File: config.mk
export PLATFORM = sky130hd
export DESIGN_NAME = fifo_sched
export DESIGN_NICKNAME = d
export VERILOG_FILES = /design/src/rtl/fifo_sched.sv
export SDC_FILE = /design/constraint.sdc
export NUM_CORES = 1
export LEC_CHECK = 0
export CAP_MARGIN = 20
export CORE_AREA = 2 2 99 101
export DETAILED_ROUTE_END_ITERATION = 8
export DIE_AREA = 0 0 101 103
export MAX_ROUTING_LAYER = met4
export PLACE_DENSITY = 0.87
export REMOVE_ABC_BUFFERS = 1
export SETUP_SLACK_MARGIN = 0.5
export SYNTH_ARGS = -nofsm -noshare
export SYNTH_HDL_FRONTEND = slang
export SYNTH_SLANG_ARGS = --single-unit
export TNS_END_PERCENT = 50
File: constraint.sdc
create_clock -name clk -period 6.93 [get_ports clk]
set_input_delay 1.0395 -clock clk [delete_from_list [all_inputs] [get_ports clk]]
set_output_delay 1.0395 -clock clk [all_outputs]
set_load 0.01 [all_outputs]
File: src/rtl/fifo_sched.sv
// rtl/fifo_sched.sv - round-robin write scheduler and read fetch FSM around a shared FIFO
//
// Purpose:
//   Several requesters share one FIFO write port through a round-robin
//   arbiter. A three-state fetch FSM drains the FIFO one word at a time
//   towards a valid/ready consumer.
//
// Ports:
//   clk, rst        single clock, synchronous active-high reset
//   req, req_data   per-requester write request and word (slice i = requester i)
//   gnt             one-hot grant; word i is consumed in the cycle gnt[i]=1
//   fifo_wren/wdata FIFO write port
//   fifo_rden       FIFO read enable; fifo_rdata is valid the following cycle
//   fifo_full/empty FIFO status flags
//   out_valid/data  consumer side, accepted on out_valid & out_ready
//   wr_count        free-running count of FIFO writes (wraps at 2^16)

module fifo_sched #(
  parameter int NUM_REQ    = 4,
  parameter int DATA_WIDTH = 32
) (
  input  logic                          clk,
  input  logic                          rst,
  input  logic [NUM_REQ-1:0]            req,
  input  logic [NUM_REQ*DATA_WIDTH-1:0] req_data,
  output logic [NUM_REQ-1:0]            gnt,
  output logic                          fifo_wren,
  output logic [DATA_WIDTH-1:0]         fifo_wdata,
  output logic                          fifo_rden,
  input  logic [DATA_WIDTH-1:0]         fifo_rdata,
  input  logic                          fifo_full,
  input  logic                          fifo_empty,
  output logic                          out_valid,
  output logic [DATA_WIDTH-1:0]         out_data,
  input  logic                          out_ready,
  output logic [15:0]                   wr_count
);

  localparam int PW = (NUM_REQ > 1) ? $clog2(NUM_REQ) : 1;
  localparam logic [PW:0]   NREQ = (PW+1)'(NUM_REQ);
  localparam logic [PW-1:0] LAST = PW'(NUM_REQ - 1);

  typedef enum logic [1:0] {IDLE, FETCH, HOLD} rd_state_t;

  rd_state_t       state_q, state_d;
  logic [PW-1:0]   rr_ptr;
  logic [PW-1:0]   sel;
  logic [PW:0]     cand;
  logic            found;
  logic            rden_c;
  logic            wr_block;

  // Round-robin search: walk NUM_REQ positions starting at rr_ptr, wrapping
  // by subtraction so non-power-of-two requester counts stay in range.
  always_comb begin
    found = 1'b0;
    sel   = '0;
    cand  = '0;
    for (int k = 0; k < NUM_REQ; k++) begin
      cand = {1'b0, rr_ptr} + (PW+1)'(k);
      if (cand >= NREQ) cand = cand - NREQ;
      if (!found && req[cand[PW-1:0]]) begin
        found = 1'b1;
        sel   = cand[PW-1:0];
      end
    end
  end

  // The FIFO drops a write that coincides with a read, so no grant is
  // issued in a read cycle; the requester simply retries later.
  assign wr_block = rst | fifo_full | fifo_rden;

  always_comb begin
    gnt = '0;
    if (found && !wr_block) gnt[sel] = 1'b1;
  end

  assign fifo_wren = |gnt;

  // gnt is one-hot, so OR-ing the gated slices acts as the data mux.
  always_comb begin
    fifo_wdata = '0;
    for (int i = 0; i < NUM_REQ; i++) begin
      if (gnt[i]) fifo_wdata = fifo_wdata | req_data[i*DATA_WIDTH +: DATA_WIDTH];
    end
  end

  // Read-side FSM: IDLE issues the read, FETCH captures the registered
  // FIFO data, HOLD presents it until the consumer takes it.
  always_comb begin
    state_d = state_q;
    rden_c  = 1'b0;
    case (state_q)
      IDLE: begin
        if (!fifo_empty) begin
          rden_c  = 1'b1;
          state_d = FETCH;
        end
      end
      FETCH: state_d = HOLD;
      HOLD:  if (out_ready) state_d = IDLE;
      default: state_d = IDLE;
    endcase
  end

  assign fifo_rden = rden_c & ~rst;
  assign out_valid = (state_q == HOLD);

  always_ff @(posedge clk) begin
    if (rst) begin
      state_q  <= IDLE;
      out_data <= '0;
      rr_ptr   <= '0;
      wr_count <= '0;
    end else begin
      state_q <= state_d;
      if (state_q == FETCH) out_data <= fifo_rdata;
      if (fifo_wren) begin
        rr_ptr   <= (sel == LAST) ? '0 : sel + PW'(1);
        wr_count <= wr_count + 16'd1;
      end
    end
  end

endmodule

## After elaboration in Yosys (flattened, before gate mapping)

Cells that the tools add are included.
W data, S select, Z words.

- Add/subtract/negate cells: 9
- $lt $le $gt $ge: 10
- Eq/ne operators: 5
- Muxes and demuxes: 33
- Bitwise logic cells: 7
- Reductions and logical operators: 12

Operators by type and width:

| operator | number |
|---|---|
| $mux W32 | 4 |
| $or A32 B32 Y32 | 3 |
| $mux W2 | 11 |
| $add A16 B1 Y16 const B | 1 |
| $lt A2 B3 Y1 const B | 5 |
| $mux W1 | 11 |
| $ge A3 B3 Y1 const B | 3 |
| $bmux W1 S2 | 4 |
| $sub A2 B1 Y2 const B | 4 |
| $add A2 B2 Y3 const B | 2 |
| $pmux W2 S3 | 1 |
| $logic_and A1 B1 Y1 | 5 |
| $eq A2 B2 Y1 const B | 2 |
| $logic_not A1 Y1 | 4 |
| $mux W4 | 1 |
| $reduce_or A4 Y1 | 1 |
| $add A2 B1 Y3 const B | 1 |
| $ge A2 B3 Y1 const B | 1 |
| $add A2 B1 Y2 const B | 1 |
| $demux W1 S2 | 1 |
| $eq A2 B1 Y1 const B | 1 |
| $ge A2 B1 Y1 const B | 1 |
| $logic_not A2 Y1 | 1 |
| $ne A2 B1 Y1 const B | 1 |
| other kinds (5) | 6 |

- Register bits after elaboration: 52
- Output and inout port bits: 87

## Depth between registers and ports, before layout

- Word-level depth: 26
- Mapped depth: 13
- Depth with buffers taken out: 10

## Worst setup path after synthesis

OpenSTA, ideal clock, no wires.

- Kind: input port to output port
- Start: input req[2]
- End: output fifo_wren
- Arrival time: 2,840 ps
- Setup slack: 3,051 ps
- Stages on the path: 11
- Buffers on the path: 3
- Path through: inv_1 o22ai_1 a211oi_1 inv_1 ha_1 buf_2 nor4_1 or4b_1 buf_2 buf_6 clkinv_1

- Longest elaborated chain between the ends: 18
- Elaborated cells on any way between the ends: 30
- Classes of those cells: order compare (2); mux (19); reduce/logical (9)

RTL lines:

| item | line | RTL |
|---|---|---|
| start, declared | 24 | `input logic [NUM_REQ-1:0] req,` |
| $bmux W1 S2 | 62 | `if (!found && req[cand[PW-1:0]]) begin` |
| $mux W1 (not written as such) | 62 |  |
| $mux W1 | 62 |  |
| $logic_not A1 Y1 | 62 |  |
| $logic_and A1 B1 Y1 | 62 |  |
| $mux W1 | 62 |  |
| $logic_not A1 Y1 | 62 |  |
| $logic_and A1 B1 Y1 | 62 |  |
| [... 2 more ...] | - |  |
| $logic_and A1 B1 Y1 | 62 |  |
| $mux W2 | 62 |  |
| $lt A2 B3 Y1 (not written as such) / $ge A2 B1 Y1 (equally long branches) | 75 | `if (found && !wr_block) gnt[sel] = 1'b1;` |
| $logic_and A1 B1 Y1 (not written as such) | 75 |  |
| $mux W1 (not written as such) | 75 |  |
| $demux W1 S2 | 75 |  |
| $mux W4 (*) | 75 |  |
| $reduce_or A4 Y1 (*) | 78 | `assign fifo_wren = \|gnt;` |
| end, declared | 27 | `output logic fifo_wren,` |

Every way passes the cells marked *; elsewhere a longest branch is shown, timed or not. The select of a mux whose other input is x is not followed.

## Worst setup path in the final report

- Start: input req[1]
- End: output fifo_wren

The elaborated chain is that of the path after synthesis.

==> key figures <==
Yosys
  – YS warnings: 0
  – Post-synthesis sequential area ratio: 0.356
  – Async SR Flop Fraction: 0
  – Syn Area/Cell: about 7.4 um2
  – Synthesized flop and latch total: 52
  – Post-synth EDFFs: 0
  – Main flop type after synthesis: dfxtp_1
  – Adder-cell share of the synthesized area: 0.0214
  – Synthesized cell area: about 2900 um2
  – Post-synth cell types: 35
  – Synth Area in Simple Gates: 0.195
  – Post-synthesis xor/xnor area fraction: 0.00299
  – Synth Area in Compound Gates: 0.349
  – Largest family of logic cells by synthesized area: compound AO/OA/AOI/OAI gates
  – Post-Synthesis Cells: between 300 and 400
  – Post-synthesis mux area share: 0.00726

Detailed routing
  – Initial drt markers: between 100 and 150
  – Post-DR wirelength/cell: ~18 um
  – DR vias: approximately 4000
  – Vias per std cell: ~5.4
  – DRT Pass-1 Iters: 4
  – Post-DRT Antenna Nets: 0
  – DRC violations left: 0
  – Drt total wl: between 10000 and 15000 um

Cells and area
  – Most frequent cells in the layout: clkdlybuf4s50_1, a21oi_1, nand2_1
  – Fraction of layout cells with a size suffix above 1: 0.0256
  – Filler cell count: around 830
  – Most common cell after layout, fill and taps aside: clkdlybuf4s50_1
  – Layout Nets: about 800
  – Area growth syn-to-layout: 95.3%

GRT
  – Largest net degree at the start of global routing: 55
  – Vias in the first global route: ~3700
  – Initial antenna violation count: 3
  – All-layer global routing usage: 0.233
  – Gr ovfl total: 0
  – Global-route wire length before repair: between 15000 and 20000 um

Clock network
  – Root Buffer: clkbuf_8
  – Skew-Pair Late Insertion Delay: 0.31 ns
  – PostCTS Resize Cnt: 0
  – CTS Hold Buffers Added: 0
  – CTS sink cnt: 52
  – Reg clk slew, reported paths: about 0.09 ns
  – CTS H-tree lvls: 2
  – CTS max path bufs: 2
  – Post-CTS setup buffer count: 0
  – CTS tree: yes
  – CTS Buf Count: 5

Placement
  – Port bufs: between 200 and 300
  – RePlAce Congestion: ~0.96
  – DP HPWL: about 10000 um

Worst hold path
  – Hold Crit Start: out_data[29]
  – Worst hold path type: reg -> reg

Floorplanning
  – Initial Utilization: 0.310
  – Core area: between 9000 and 10000 um2
  – I/O pins: 256
  – Die W: roughly 100 um
  – # rows: 36
  – Die H: 103 um
  – Die area: 10400 um2

Critical path
  – Reg-to-Reg Start: rr_ptr[0]
  – CP Launch Type: input port
  – Crit end category: output pin
  – Req. time, crit path: slightly below 6 ns
  – R2R setup slack: approximately 3.3 ns
  – WP data arrival: a little under 5 ns
  – CP Class: in -> out
  – Crit-path max FO: 27
  – Worst setup path start: req[1]

Timing
  – Hold_ws: between 0.4 and 0.5 ns
  – Clock Skew: roughly 0.0047 ns
  – RSZ-0062 raised after global routing: false
  – Fmax achieved: approximately 0.17 GHz
  – Slew HR: 0.354
  – Setup TNS: 0 ns
  – Final hold vios: 0
  – Final Max Slew Viols: 0
  – Crit path time final: between 5 and 6 ns
  – Ratio of final minimum period to clock period: 0.862
  – # setup viols final: 0
  – Least-Margin Pin Slew: 0.969 ns

Power and ir drop
  – LEAKAGE: 1.96 nW
  – Total power: around 0.00083 W
  – PwrDens: between 100 and 150 nW/um2
  – Maximum vdd drop: around 0.15 mV

Run status
  – Outcome: finished, final reports clean

Run
  – Maxcap violations: 0
==> flip-flops by register name, summed over array words and instances, names as in the netlist <==
name / count
out_data: 32
wr_count: 16
rr_ptr: 2
state_q: 2
==> Yosys cell counts (all sizes together), types with 3 or more instances <==
master | number | share of area
clkbuf | 31 | 0.040
a21oi | 79 | 0.14
inv | 10 | 0.013
nor4 | 4 | 0.0085
and2b | 3 | 0.0077
nand2b | 3 | 0.0064
a22oi | 64 | 0.16
nor2 | 9 | 0.012
nand2 | 74 | 0.095
o31ai | 9 | 0.023
buf | 8 | 0.015
ha | 5 | 0.021
nand4 | 3 | 0.0064
or4 | 10 | 0.026
nand3 | 7 | 0.012
dfxtp | 52 | 0.36
==> critical path, cell delays in order <==
cell and delay, ns:
clkdlybuf4s50_1 0.55, nand2b_1 0.13, a21oi_1 0.07, a211oi_1 0.48
inv_1 0.14, ha_1 0.37, buf_16 0.23, nor4_1 0.23
or4b_1 0.67, clkinv_1 0.44, clkdlybuf4s50_1 0.58
==> layout make-up <==
class / count / area (um2) / share of cell area
Clock inverter: 2 / 60.1 / 0.0105
Sequential cell: 52 / 1040 / 0.182
Tap cell: 114 / 143 / 0.0249
Inverter: 11 / 41.3 / 0.00722
Timing Repair Buffer: 262 / 2670 / 0.467
Antenna cell: 5 / 12.5 / 0.00219
Clock buffer: 5 / 68.8 / 0.0120
Multi-Input combinational cell: 292 / 1680 / 0.295
==> per-layer routing <==
layer	global-route usage	vias up	part of all wire
met2	0.406	205	0.51
met3	0.0929	23	0.11
met4	0.0790	0	0.027
li1	-	1912	-
met5	-	-	0
met1	0.241	1895	0.35
==> cells by family (layout without fill, tap and decap cells) <==
kind of cell    Yosys count  count (layout)
compound gates          162             162
mux                       2               2
buf+inv                  50             280
flops                    52              52
xor+xnor                  1               1
fa+ha+maj                 5               5
other cells               0               5
simple gates            122             122
==> worst paths after layout <==
| kind | end | cells after the start |
|---|---|---|
| worst min-delay path | out_data[29] | 2 |
| worst max register to register | wr_count[0] | 11 |
| worst min register to register | out_data[29] | 2 |
| worst max-delay path | fifo_wren | 11 |
==> power breakdown <==
part | switching, W | internal (W)
logic | 0.000112 | 0.000162
clock network | 0.0000981 | 0.000142
registers | 0.00000692 | 0.000310
total | 0.000217 | 0.000614
==> through the flow <==
step                      instance area, um2  utilization  worst slack, ns  std cells
after floorplan                         2770            -             2.43        355
after global placement                  5480        0.579            0.957        727
after detailed placement                5480        0.579            0.751        727
after CTS                               5610        0.593            0.729        734
after global routing                    5710        0.604            0.514        741
final                                   5720        0.604            0.957        743
Note: power is estimated with default switching activity, not from simulation.
